`src/rtl/output_packer.sv`:
```
// Packs 32-bit pixels into 64-bit RIFFA TX words through a show-ahead FIFO,
// framing each output transfer with a req/ack handshake and a done pulse.
module output_packer #(
  parameter int FIFO_DEPTH = 16,
  parameter int PIX_W      = 32
) (
  input  logic                 clock,
  input  logic                 reset,
  input  logic                 info_valid,
  input  logic [31:0]          total_pixels,
  input  logic [PIX_W-1:0]     pixel_in,
  input  logic                 pixel_valid,
  output logic                 tx_req,
  input  logic                 tx_ack,
  output logic [31:0]          tx_len,
  output logic [30:0]          tx_off,
  output logic                 tx_last,
  output logic [2*PIX_W-1:0]   tx_data,
  output logic                 tx_data_valid,
  input  logic                 tx_data_ren,
  output logic                 frame_done,
  output logic                 overflow
);

  localparam int AW = $clog2(FIFO_DEPTH);
  localparam logic [AW:0]   FULL_CNT = FIFO_DEPTH[AW:0];
  localparam logic [AW:0]   CNT_ONE  = 1;
  localparam logic [AW-1:0] PTR_ONE  = 1;

  typedef enum logic [1:0] {IDLE, REQ, STREAM, DONE} state_t;

  state_t               state;
  logic [31:0]          total_lat;
  logic [31:0]          words_total;
  logic [31:0]          pix_cnt;
  logic [31:0]          word_cnt;
  logic [PIX_W-1:0]     low_half;
  logic [2*PIX_W-1:0]   mem [FIFO_DEPTH];
  logic [AW-1:0]        wr_ptr;
  logic [AW-1:0]        rd_ptr;
  logic [AW:0]          count;

  logic                 empty;
  logic                 full;
  logic                 accept;
  logic                 drop;
  logic                 last_pix;
  logic                 word_due;
  logic                 wr;
  logic                 rd;
  logic                 word_lost;
  logic [2*PIX_W-1:0]   word_data;

  assign empty     = (count == '0);
  assign full      = (count == FULL_CNT);
  assign accept    = pixel_valid && (state == REQ || state == STREAM) && (pix_cnt < total_lat);
  assign drop      = pixel_valid && !accept;
  assign last_pix  = ((pix_cnt + 32'd1) == total_lat);
  // Odd pixel completes a pair; an even pixel that is also the last goes out zero-padded.
  assign word_due  = accept && (pix_cnt[0] || last_pix);
  assign word_data = pix_cnt[0] ? {pixel_in, low_half} : {{PIX_W{1'b0}}, pixel_in};

  assign tx_data_valid = (state == STREAM) && !empty;
  assign tx_data       = tx_data_valid ? mem[rd_ptr] : '0;
  assign rd            = tx_data_valid && tx_data_ren;
  // A full FIFO still takes a word when the head leaves on the same edge.
  assign wr            = word_due && (!full || rd);
  assign word_lost     = word_due && full && !rd;

  assign tx_off  = '0;
  assign tx_last = 1'b1;

  always_ff @(posedge clock) begin
    if (wr) mem[wr_ptr] <= word_data;
  end

  always_ff @(posedge clock) begin
    if (reset) begin
      state       <= IDLE;
      total_lat   <= '0;
      words_total <= '0;
      pix_cnt     <= '0;
      word_cnt    <= '0;
      low_half    <= '0;
      wr_ptr      <= '0;
      rd_ptr      <= '0;
      count       <= '0;
      tx_req      <= 1'b0;
      tx_len      <= '0;
      frame_done  <= 1'b0;
      overflow    <= 1'b0;
    end else begin
      frame_done <= 1'b0;
      if (drop || word_lost) overflow <= 1'b1;

      if (accept) begin
        pix_cnt <= pix_cnt + 32'd1;
        if (!pix_cnt[0] && !last_pix) low_half <= pixel_in;
      end

      if (wr) wr_ptr <= wr_ptr + PTR_ONE;
      if (rd) rd_ptr <= rd_ptr + PTR_ONE;
      case ({wr, rd})
        2'b10:   count <= count + CNT_ONE;
        2'b01:   count <= count - CNT_ONE;
        default: count <= count;
      endcase

      case (state)
        IDLE: begin
          if (info_valid && total_pixels != 32'd0) begin
            total_lat   <= total_pixels;
            words_total <= {1'b0, total_pixels[31:1]} + {31'b0, total_pixels[0]};
            tx_len      <= total_pixels + {31'b0, total_pixels[0]};
            pix_cnt     <= '0;
            word_cnt    <= '0;
            // A pixel dropped on this same edge keeps the flag set.
            overflow    <= drop;
            tx_req      <= 1'b1;
            state       <= REQ;
          end
        end
        REQ: begin
          if (tx_ack) begin
            tx_req <= 1'b0;
            state  <= STREAM;
          end
        end
        STREAM: begin
          if (rd) begin
            word_cnt <= word_cnt + 32'd1;
            if ((word_cnt + 32'd1) == words_total) begin
              frame_done <= 1'b1;
              state      <= DONE;
            end
          end
        end
        DONE:    state <= IDLE;
        default: state <= IDLE;
      endcase
    end
  end

endmodule

```
`config.mk`:
```
export PLATFORM = sky130hd
export DESIGN_NAME = output_packer
export DESIGN_NICKNAME = d
export VERILOG_FILES = /design/src/rtl/output_packer.sv
export SDC_FILE = /design/constraint.sdc
export NUM_CORES = 1
export LEC_CHECK = 0
export CAP_MARGIN = 20
export CORE_MARGIN = 5
export CORE_UTILIZATION = 38
export CTS_CLUSTER_DIAMETER = 50
export DETAILED_ROUTE_END_ITERATION = 7
export PLACE_DENSITY_LB_ADDON = 0.05
export SKIP_LAST_GASP = 1
export SYNTH_ARGS = -nofsm -noshare
export SYNTH_HDL_FRONTEND = slang
export SYNTH_SLANG_ARGS = --single-unit
```
`constraint.sdc`:
```
create_clock -name clock -period 7 [get_ports clock]
set_clock_uncertainty 0.15 [all_clocks]
set_input_delay 1.05 -clock clock [delete_from_list [all_inputs] [get_ports clock]]
set_output_delay 1.05 -clock clock [all_outputs]
set_load 0.01 [all_outputs]
```
==> results_dict.tcl, run 1 <==
set metrics [dict create \
    drtAntennaViolNets 0 \
    fillers 11800 \
    grt_pass1_wl_um 211000 \
    hp-start "total_lat[2]$_SDFFE_PP0P_" \
    fp.dieW_um 378 \
    nets 3417 \
    cp_data_arrival_time_ns 4.28 \
    min_period_ns 5.48 \
    register_area_um2 34700 \
    areaGrowthSynthToFinish_pct 16.6 \
    synth_mux_area_share_pct 15.6 \
    die_h_um 378 \
    finalNonFillerCells 5202 \
    cts_sinks 1221 \
    required_ns 5.80 \
    clk_latency_ns 0.76 \
    use_met2_pct 32.7 \
    final_cell_mix "edfxtp_1 (1024), mux4_2 (320), nor2_1 (197)" \
    max_freq_mhz 182 \
    critPathMaxFanout 36 \
    antenna_found_initial 9 \
    hpwl_um 95400 \
    synthAdderAreaFrac_pct 1.23 \
    slew_headroom_pct 28.0 \
    syn_inst 3124 \
    coreArea_um2 135000 \
    floorplan.initialDensity_pct 38.1 \
    drt_iter0_drc 2474 \
    async_flop_share_pct 0 \
    vias 28700 \
    avgSynthCellArea_um2 16.5 \
    cts_post_setup_buffers_inserted 0 \
    min_path_type "flip-flop to flip-flop" \
    finalSetupViolations 0 \
    fin_crit_sh_pct 78.3 \
    r2r_start "pix_cnt[0]$_SDFF_PP0_" \
    grt_pass1_vias 29100 \
    finalHoldViolations 0 \
    grtUsageMet3_pct 3.32 \
    synth-xor-area-share_pct 2.74 \
    peakVddDrop_uv 230 \
    grtUsageMet1_pct 29.4 \
    place.gp.congestion 0.882 \
    ys_seq_elements 1221 \
    yosys_warnings 0 \
    drive_gt1_share_pct 20.3 \
    ys.flop_type "edfxtp_1" \
    grt_max_degree 86 \
    ctsHoldBuffers 0 \
    clock_path_buffers 3 \
    ys_top_cells_by_area "edfxtp_1 (60%), mux4_2 (14%), dfxtp_1 (7.7%), nor2_1 (1.5%), xnor2_1 (1.4%)" \
    status "completed" \
    top_usage_layer "met2" \
    power_density_nw_per_um2 297 \
    placed_cells 4925 \
    netlist_area_um2 51500 \
    synth_top_cell_area_share_pct 59.7 \
    rsz0062_at_grt "false" \
    synth_edf_count 1024 \
    routed_wirelength_um 145000 \
    startpoint_type "flip-flop" \
    synth.yosys.seq_area_share_pct 67.4 \
    synth_top_family_by_area "multiplexers" \
    cts_tree "done" \
    htree_num_levels 4 \
    globalRouteOverflowTotal 0 \
    track_usage_pct 20.4 \
    synth-compound-area-share_pct 3.24 \
    crit_path_end_kind "output pin" \
    tns_ns 0 \
    yosys.area_share.simple_pct 7.24 \
    crit_type "flip-flop to output pin" \
    startpoint "state[0]$_SDFFE_PP0P_" \
    cts_root_buf "clkbuf_16" \
    tightest_slew_ns 1.08 \
    synth_cell_types 75 \
    route.detailed.drc 0 \
    cts_resized 0 \
    vias_per_cell 5.51 \
    drt-pass1-iter-count 5 \
    maxCapViolCount 0 \
    num_io_pins 202 \
    io_buffers 168 \
    leakage_nw 19.2 \
    cts_made_buffers 151 \
    multi_input_area_um2 15700 \
    clk_pin_slew_ns 0.05 \
    num_rows 135 \
    slew_viol_final 0 \
    final_common_cell "edfxtp_1" \
    die_area_um2 143000 \
    wl_per_cell_um 27.9 \
    synth_largest_area_cell "edfxtp_1" \
]
==> area by class of cell <==
cell class,count,area share (%)
antenna,2,0.00833
sequential,1221,57.8
clock inverter,103,1.69
timing repair buffer,231,3.81
clock buffer,172,6.52
inverter,52,0.325
tap,1781,3.71
multi-input combinational,1640,26.2
==> where the power goes <==
group          internal, W  switching, W
combinational     0.000631       0.00114
clock              0.00450       0.00316
sequential         0.00822      0.000173
==> critical path, stage by stage (launching register included) <==
cell	delay, ns
dfxtp_1	0.32
inv_1	0.10
ha_1	0.15
buf_4	0.31
clkinv_1	0.45
nor2_4	0.75
buf_4	0.49
and2_1	0.24
clkdlybuf4s50_1	0.56
==> through the flow <==
stage	hold WS, ns	worst slack (ns)	instance area, µm²	util, %	total power [W]
after floorplan	0.286	1.72	51600	-	0.00959
after global placement	0.309	1.56	55100	40.7	0.0103
after detailed placement	0.311	1.58	55100	40.8	0.0103
after CTS	0.319	1.29	60100	44.5	0.0181
after global routing	0.348	1.17	60100	44.5	0.0185
final	0.319	1.52	60100	44.5	0.0178
==> flip-flops by register name (all words and copies together), names as in the netlist, named ones only <==
| register | flops |
|---|---|
| mem | 1024 |
| low_half | 32 |
| pix_cnt | 32 |
| total_lat | 32 |
| word_cnt | 32 |
| tx_len | 31 |
| words_total | 16 |
| count | 5 |
| rd_ptr | 4 |
| wr_ptr | 4 |
| state | 2 |
| frame_done | 1 |
| overflow | 1 |
| tx_req | 1 |
==> synthesized netlist by cell type, types with 5 or more instances <==
cell type and count:
a21o_1 25, and2_1 108, nor4_1 23, a211oi_1 48
a31oi_1 6, o211ai_1 5, mux2i_1 42, o21ai_0 41
ha_1 49, nor2_1 199, and3_1 35, nor2b_1 11
xnor2_1 83, nand4_1 47, mux2_2 35, nand2_1 144
xor2_1 78, clkbuf_1 144, and4_1 14, nand3_1 62
or4_1 8, buf_4 54, inv_1 51, or3_1 13
nor3_1 49, a2111oi_0 5, buf_1 30, buf_2 14
mux4_2 320, edfxtp_1 1024, dfxtp_1 197, a21oi_1 90
==> final timing paths <==
kind / to / slack (ns) / cells past startpoint
worst max-delay path: tx_data[52] / 1.52 / 8
worst min-delay path: total_lat[2]$_SDFFE_PP0P_ / 0.32 / 2
worst max register to register: mem[1][15]$_DFFE_PP_ / 1.62 / 12
worst min register to register: total_lat[2]$_SDFFE_PP0P_ / 0.32 / 2
==> per-layer routing <==
layer / routed length (µm) / share of wire (%)
met5: 0 / 0
met4: 2510 / 1.7
met2: 69300 / 48
met3: 6910 / 4.8
met1: 66600 / 46
==> cells by family after synthesis <==
family	Yosys count
mux	399
xor+xnor	161
fa+ha+maj	50
simple gates	738
compound gates	259
other cells	2
flops	1221
buf+inv	294
(Power assumes the default switching activity.)
==> run 2: changes to the inputs <==
==> constraint.sdc (replaced) <==
create_clock -name clock -period 5.6 [get_ports clock]
set_clock_uncertainty 0.15 [all_clocks]
set_input_delay 0.84 -clock clock [delete_from_list [all_inputs] [get_ports clock]]
set_output_delay 0.84 -clock clock [all_outputs]
set_load 0.01 [all_outputs]
==> run 2 against run 1 <==
Compared with the run above: clock power up 29%; via count about the same; routed wire length down 2.1%; worst hold slack worse by 0.0038 ns; utilization up 0.52 points; setup slack worse by 0.82 ns; register-to-register slack worse by 0.81 ns; sequential share of layout area down 0.67 points; cell area up 1.2%; global-route usage down 0.41 points; count of clock-buffer cells in the layout up 10; largest cell class unchanged; critical path depth down 2.
==> results_dict.tcl, run 2 (synthesized netlist as in run 1, its figures left out) <==
set metrics [dict create \
    status "completed" \
    grt_pass1_vias 29500 \
    fin_crit_sh_pct 87.5 \
    cts_sinks 1221 \
    tns_ns 0 \
    slew_viol_final 0 \
    final_cell_mix "edfxtp_1 (1024), mux4_2 (320), nor2_1 (197)" \
    routed_wirelength_um 142000 \
    peakVddDrop_uv 265 \
    leakage_nw 19.5 \
    die_h_um 378 \
    drive_gt1_share_pct 21.1 \
    whs_path_depth 2 \
    tightest_slew_ns 1.11 \
    nets 3442 \
    whs_ns 0.315 \
    num_rows 135 \
    cts_post_setup_buffers_inserted 0 \
    dpl_cell_area_um2 55700 \
    critPathMaxFanout 36 \
    finalSetupViolations 0 \
    clk_pin_slew_ns 0.05 \
    min_to "total_lat[2]$_SDFFE_PP0P_" \
    wl_per_cell_um 27.2 \
    grt_pass1_wl_um 208000 \
    power_density_nw_per_um2 371 \
    io_buffers 168 \
    rsz0062_at_grt "false" \
    drtAntennaViolNets 0 \
    drt-pass1-iter-count 5 \
    clk_latency_ns 0.77 \
    vias_per_cell 5.49 \
    coreArea_um2 135000 \
    die_area_um2 143000 \
    cts_made_buffers 152 \
    largest_register_ffs 1024 \
    route.detailed.drc 0 \
    vias 28700 \
    drt_iter0_drc 2327 \
    maxCapViolCount 0 \
    clock_path_buffers 3 \
    min_path_type "flip-flop to flip-flop" \
    max_flop_register "mem" \
    hp-start "total_lat[2]$_SDFFE_PP0P_" \
    crit_type "flip-flop to output pin" \
    ctsHoldBuffers 0 \
    globalRouteOverflowTotal 0 \
    min_period_ns 4.90 \
    max_freq_mhz 204 \
    crit_path_end_kind "output pin" \
    ff2ff_setup_slack_ns 0.81 \
    finalHoldViolations 0 \
    cts_resized 0 \
    antenna_found_initial 6 \
    htree_num_levels 4 \
    slew_headroom_pct 26.0 \
    floorplan.initialDensity_pct 38.1 \
    finalNonFillerCells 5229 \
    final_common_cell "edfxtp_1" \
    num_io_pins 202 \
    grt_max_degree 109 \
    cts_tree "done" \
    place.gp.congestion 0.876 \
    areaGrowthSynthToFinish_pct 18.0 \
    final_core_util_pct 45.0 \
    fin_area_um2 60800 \
    placed_cells 4949 \
    r2r-end "mem[7][60]$_DFFE_PP_" \
    r2r_start "pix_cnt[1]$_SDFF_PP0_" \
    cp_data_arrival_time_ns 3.91 \
    r2r_cells 11 \
    track_usage_pct 20.0 \
    cts_root_buf "clkbuf_16" \
    startpoint_type "flip-flop" \
    fp.dieW_um 378 \
    required_ns 4.61 \
    hpwl_um 90400 \
]
## run 2: cell count changes in the layout (fill, tap and decap cells not counted), moves of 4 or more
| cell | previous run | this run |
|---|---|---|
| clkbuf_16 | 153 | 159 |
| clkinvlp_4 | 11 | 15 |
| buf_4 | 54 | 50 |
| inv_6 | 19 | 14 |
| clkinv_1 | 25 | 21 |
| buf_12 | 6 | 37 |
| bufinv_16 | 11 | 15 |
| clkinv_2 | 21 | 17 |
## run 2: worst max path at each step
stage                          startpoint                     to  slack (ns)  cells past startpoint
finish                          flip-flop            tx_data[50]        0.70                      6
global route                    flip-flop            tx_data[50]        0.47                      6
CTS                             flip-flop            tx_data[56]        0.53                      6
detailed placement  pix_cnt[1]$_SDFF_PP0_  mem[12][16]$_DFFE_PP_        0.76                     11
global placement    pix_cnt[1]$_SDFF_PP0_  mem[13][23]$_DFFE_PP_        0.81                     11
floorplan           pix_cnt[4]$_SDFF_PP0_   mem[15][0]$_DFFE_PP_        0.32                     11
## run 2: report_power, final
part	total [W]	internal [W]	switching, W
sequential	0.0105	0.0103	0.000213
combinational	0.00214	0.000770	0.00137
clock	0.00990	0.00599	0.00391
## run 2: through the flow
| stage | worst slack (ns) | total power (W) |
|---|---|---|
| after detailed placement | 0.762 | 0.0128 |
| final | 0.700 | 0.0225 |
| after global routing | 0.471 | 0.0234 |
| after CTS | 0.527 | 0.0228 |
| after floorplan | 0.318 | 0.0120 |
| after global placement | 0.814 | 0.0128 |
## run 2: layout make-up
| cell class | count | area, µm² |
|---|---|---|
| Sequential cell | 1221 | 34700 |
| Clock buffer | 182 | 4120 |
| Clock inverter | 97 | 1020 |
| Multi-Input combinational cell | 1640 | 15700 |
| Fill cell | 11800 | 74300 |
| Tap cell | 1781 | 2230 |
| Antenna cell | 1 | 2.50 |
| Inverter | 52 | 195 |
| Timing Repair Buffer | 255 | 2800 |
## run 2: layer usage
| metal | up-vias | GRT usage, % | share of wire (%) |
|---|---|---|---|
| li1 | 12600 | - | - |
| met1 | 15100 | 28.2 | 45 |
| met2 | 786 | 32.4 | 48 |
| met3 | 182 | 3.26 | 4.7 |
| met4 | 0 | 5.09 | 2.0 |
| met5 | - | 0 | 0 |
## run 2: worst max-delay path: stages, from the launching register on
cell             delay (ns)
dfxtp_4                0.73
buf_12                 0.36
buf_4                  0.28
mux4_2                 0.55
mux4_2                 0.49
and2_1                 0.18
clkdlybuf4s50_1        0.51
==> run 3: changes to the inputs <==
--- a/config.mk
+++ b/config.mk
@@ -10,6 +10,7 @@
 export CORE_UTILIZATION = 38
 export CTS_CLUSTER_DIAMETER = 50
 export DETAILED_ROUTE_END_ITERATION = 7
+export GPL_TIMING_DRIVEN = 0
 export PLACE_DENSITY_LB_ADDON = 0.05
 export SKIP_LAST_GASP = 1
 export SYNTH_ARGS = -nofsm -noshare
==> constraint.sdc (replaced) <==
create_clock -name clock -period 5.2 [get_ports clock]
set_clock_uncertainty 0.15 [all_clocks]
set_input_delay 0.78 -clock clock [delete_from_list [all_inputs] [get_ports clock]]
set_output_delay 0.78 -clock clock [all_outputs]
set_load 0.01 [all_outputs]
==> run 3 against run 2 <==
Compared with the run above: power grew 7.5%; global-route usage increased by 1.9 points; largest power group unchanged; sequential power increased by 8%; worst hold slack lost 0.036 ns; count of clock-buffer cells in the layout up 8.
==> results_dict.tcl, run 3 (synthesized netlist as in run 1, its figures left out) <==
set metrics [dict create \
    status "completed" \
    min_to "total_lat[23]$_SDFFE_PP0P_" \
    met1Wirelength_um 69000 \
    place.gp.congestion 0.855 \
    hp-start "total_pixels[23]" \
    io_buffers 155 \
    coreArea_um2 135000 \
    dr.max_layer_used "met4" \
    power_density_nw_per_um2 391 \
    vias 30000 \
    die_area_um2 143000 \
    rsz0062_at_grt "false" \
    whs_path_depth 3 \
    cp_data_arrival_time_ns 4.11 \
    finalSetupViolations 0 \
    track_usage_pct 21.9 \
    crit_type "flip-flop to output pin" \
    r2r_start "pix_cnt[0]$_SDFF_PP0_" \
    grt_pass1_wl_um 223000 \
    nets 3653 \
    min_path_type "primary input to flip-flop" \
    htree_num_levels 4 \
    wl_per_cell_um 28.7 \
    globalRouteOverflowTotal 0 \
    drt-pass1-iter-count 5 \
    cts_made_buffers 150 \
    floorplan.initialDensity_pct 38.1 \
    slew_headroom_pct 23.7 \
    routed_wirelength_um 156000 \
    largest_register_ffs 1024 \
    placed_cells 5141 \
    startpoint_type "flip-flop" \
    fp.dieW_um 378 \
    critPathMaxFanout 10 \
    num_io_pins 202 \
    clk_latency_ns 0.76 \
    grt_pass1_vias 30900 \
    drtAntennaViolNets 0 \
    grt_max_degree 41 \
    r2r-end "mem[8][43]$_DFFE_PP_" \
    tightest_slew_ns 1.13 \
    slew_viol_final 0 \
    hpwl_um 99500 \
    maxCapViolCount 0 \
    antenna_found_initial 5 \
    final_common_cell "edfxtp_1" \
    dr_wl_met3_um 8590 \
    min_period_ns 5.04 \
    ff2ff_setup_slack_ns 0.30 \
    max_freq_mhz 198 \
    wl_met2_um 75000 \
    finalHoldViolations 0 \
    cts_tree "done" \
    peakVddDrop_uv 312 \
    die_h_um 378 \
    fin_crit_sh_pct 97.0 \
    cts_root_buf "clkbuf_16" \
    drt_iter0_drc 2770 \
    multi_input_area_um2 15800 \
    final_cell_mix "edfxtp_1 (1024), mux4_2 (320), nor2_1 (198)" \
    register_area_um2 34700 \
    fillers 11800 \
    finalNonFillerCells 5438 \
    crit_path_end_kind "output pin" \
    route.detailed.drc 0 \
    areaGrowthSynthToFinish_pct 20.1 \
    clock_path_buffers 3 \
    vias_per_cell 5.51 \
    clk_pin_slew_ns 0.06 \
    tns_ns 0 \
    cts_sinks 1221 \
    r2r_cells 14 \
    num_rows 135 \
    leakage_nw 20.1 \
    max_flop_register "mem" \
    drive_gt1_share_pct 22.2 \
    required_ns 4.27 \
]
## run 3: cell types whose count changed in the layout (fill, tap and decap cells not counted), sizes merged
cell,delta
clkdlybuf4s18,+1
and3,+9
clkdlybuf4s50,-12
buf,+68
diode,+1
clkdlybuf4s15,+4
inv,-1
clkbuf,+151
clkinv,-1
clkinvlp,-11
## run 3: worst max-delay path by stage
stage / startpoint / to / slack (ns) / cells past startpoint
after floorplan: pix_cnt[4]$_SDFF_PP0_ / mem[11][0]$_DFFE_PP_ / 0.13 / 10
after global placement: total_lat[4]$_SDFFE_PP0P_ / mem[0][29]$_DFFE_PP_ / -3.42 / 11
after detailed placement: pixel_valid / mem[4][30]$_DFFE_PP_ / -0.75 / 10
after CTS: flip-flop / tx_data[22] / 0.004 / 7
after global routing: flip-flop / tx_data[20] / 0.01 / 6
final: flip-flop / tx_data[22] / 0.16 / 6
## run 3: repair_timing
item / CTS / global route
cloned: 9 / 0
pin swaps: 9 / 1
setup endpoints to repair: 904 / 423
hold buffers: 0 / 0
gates resized for setup: 44 / 21
buffers inserted: 10 / 7
## run 3: metal layers
| metal | global-route usage [%] | vias up |
|---|---|---|
| met3 | 3.84 | 212 |
| met4 | 5.86 | 0 |
| met1 | 30.5 | 15900 |
| met5 | 0 | - |
| li1 | - | 13000 |
| met2 | 35.7 | 879 |
## run 3: final cells by class
class / count / area share [%]
multi-input combinational: 1649 / 25.5
tap: 1781 / 3.60
timing repair buffer: 222 / 4.44
antenna: 2 / 0.00809
sequential: 1221 / 56.1
clock inverter: 84 / 1.50
inverter: 52 / 0.317
buffer: 237 / 1.92
clock buffer: 190 / 6.61
## run 3: per-stage QoR
step                      worst slack (ns)  area, µm²  utilization (%)  hold slack [ns]  power [W]
after global routing                0.0118      61900             45.8            0.256     0.0251
after global placement               -3.42      55400             41.0            0.311     0.0138
final                                0.156      61900             45.8            0.278     0.0242
after detailed placement            -0.747      56500             41.8            0.308     0.0139
after CTS                          0.00442      61800             45.7            0.206     0.0245
after floorplan                      0.135      51600                -            0.286     0.0129
## run 3: worst max-delay path, cell delays in order, from the launching register on
cell             delay, ns
dfxtp_1               0.38
clkbuf_1              0.57
clkbuf_1              0.79
mux4_2                0.43
mux4_2                0.52
and2_1                0.18
clkdlybuf4s50_1       0.48
## run 3: report_power, final
group | total [W] | internal [W] | switching [W]
Clock | 0.0105 | 0.00636 | 0.00415
Combinational | 0.00241 | 0.000889 | 0.00153
Sequential | 0.0113 | 0.0111 | 0.000237
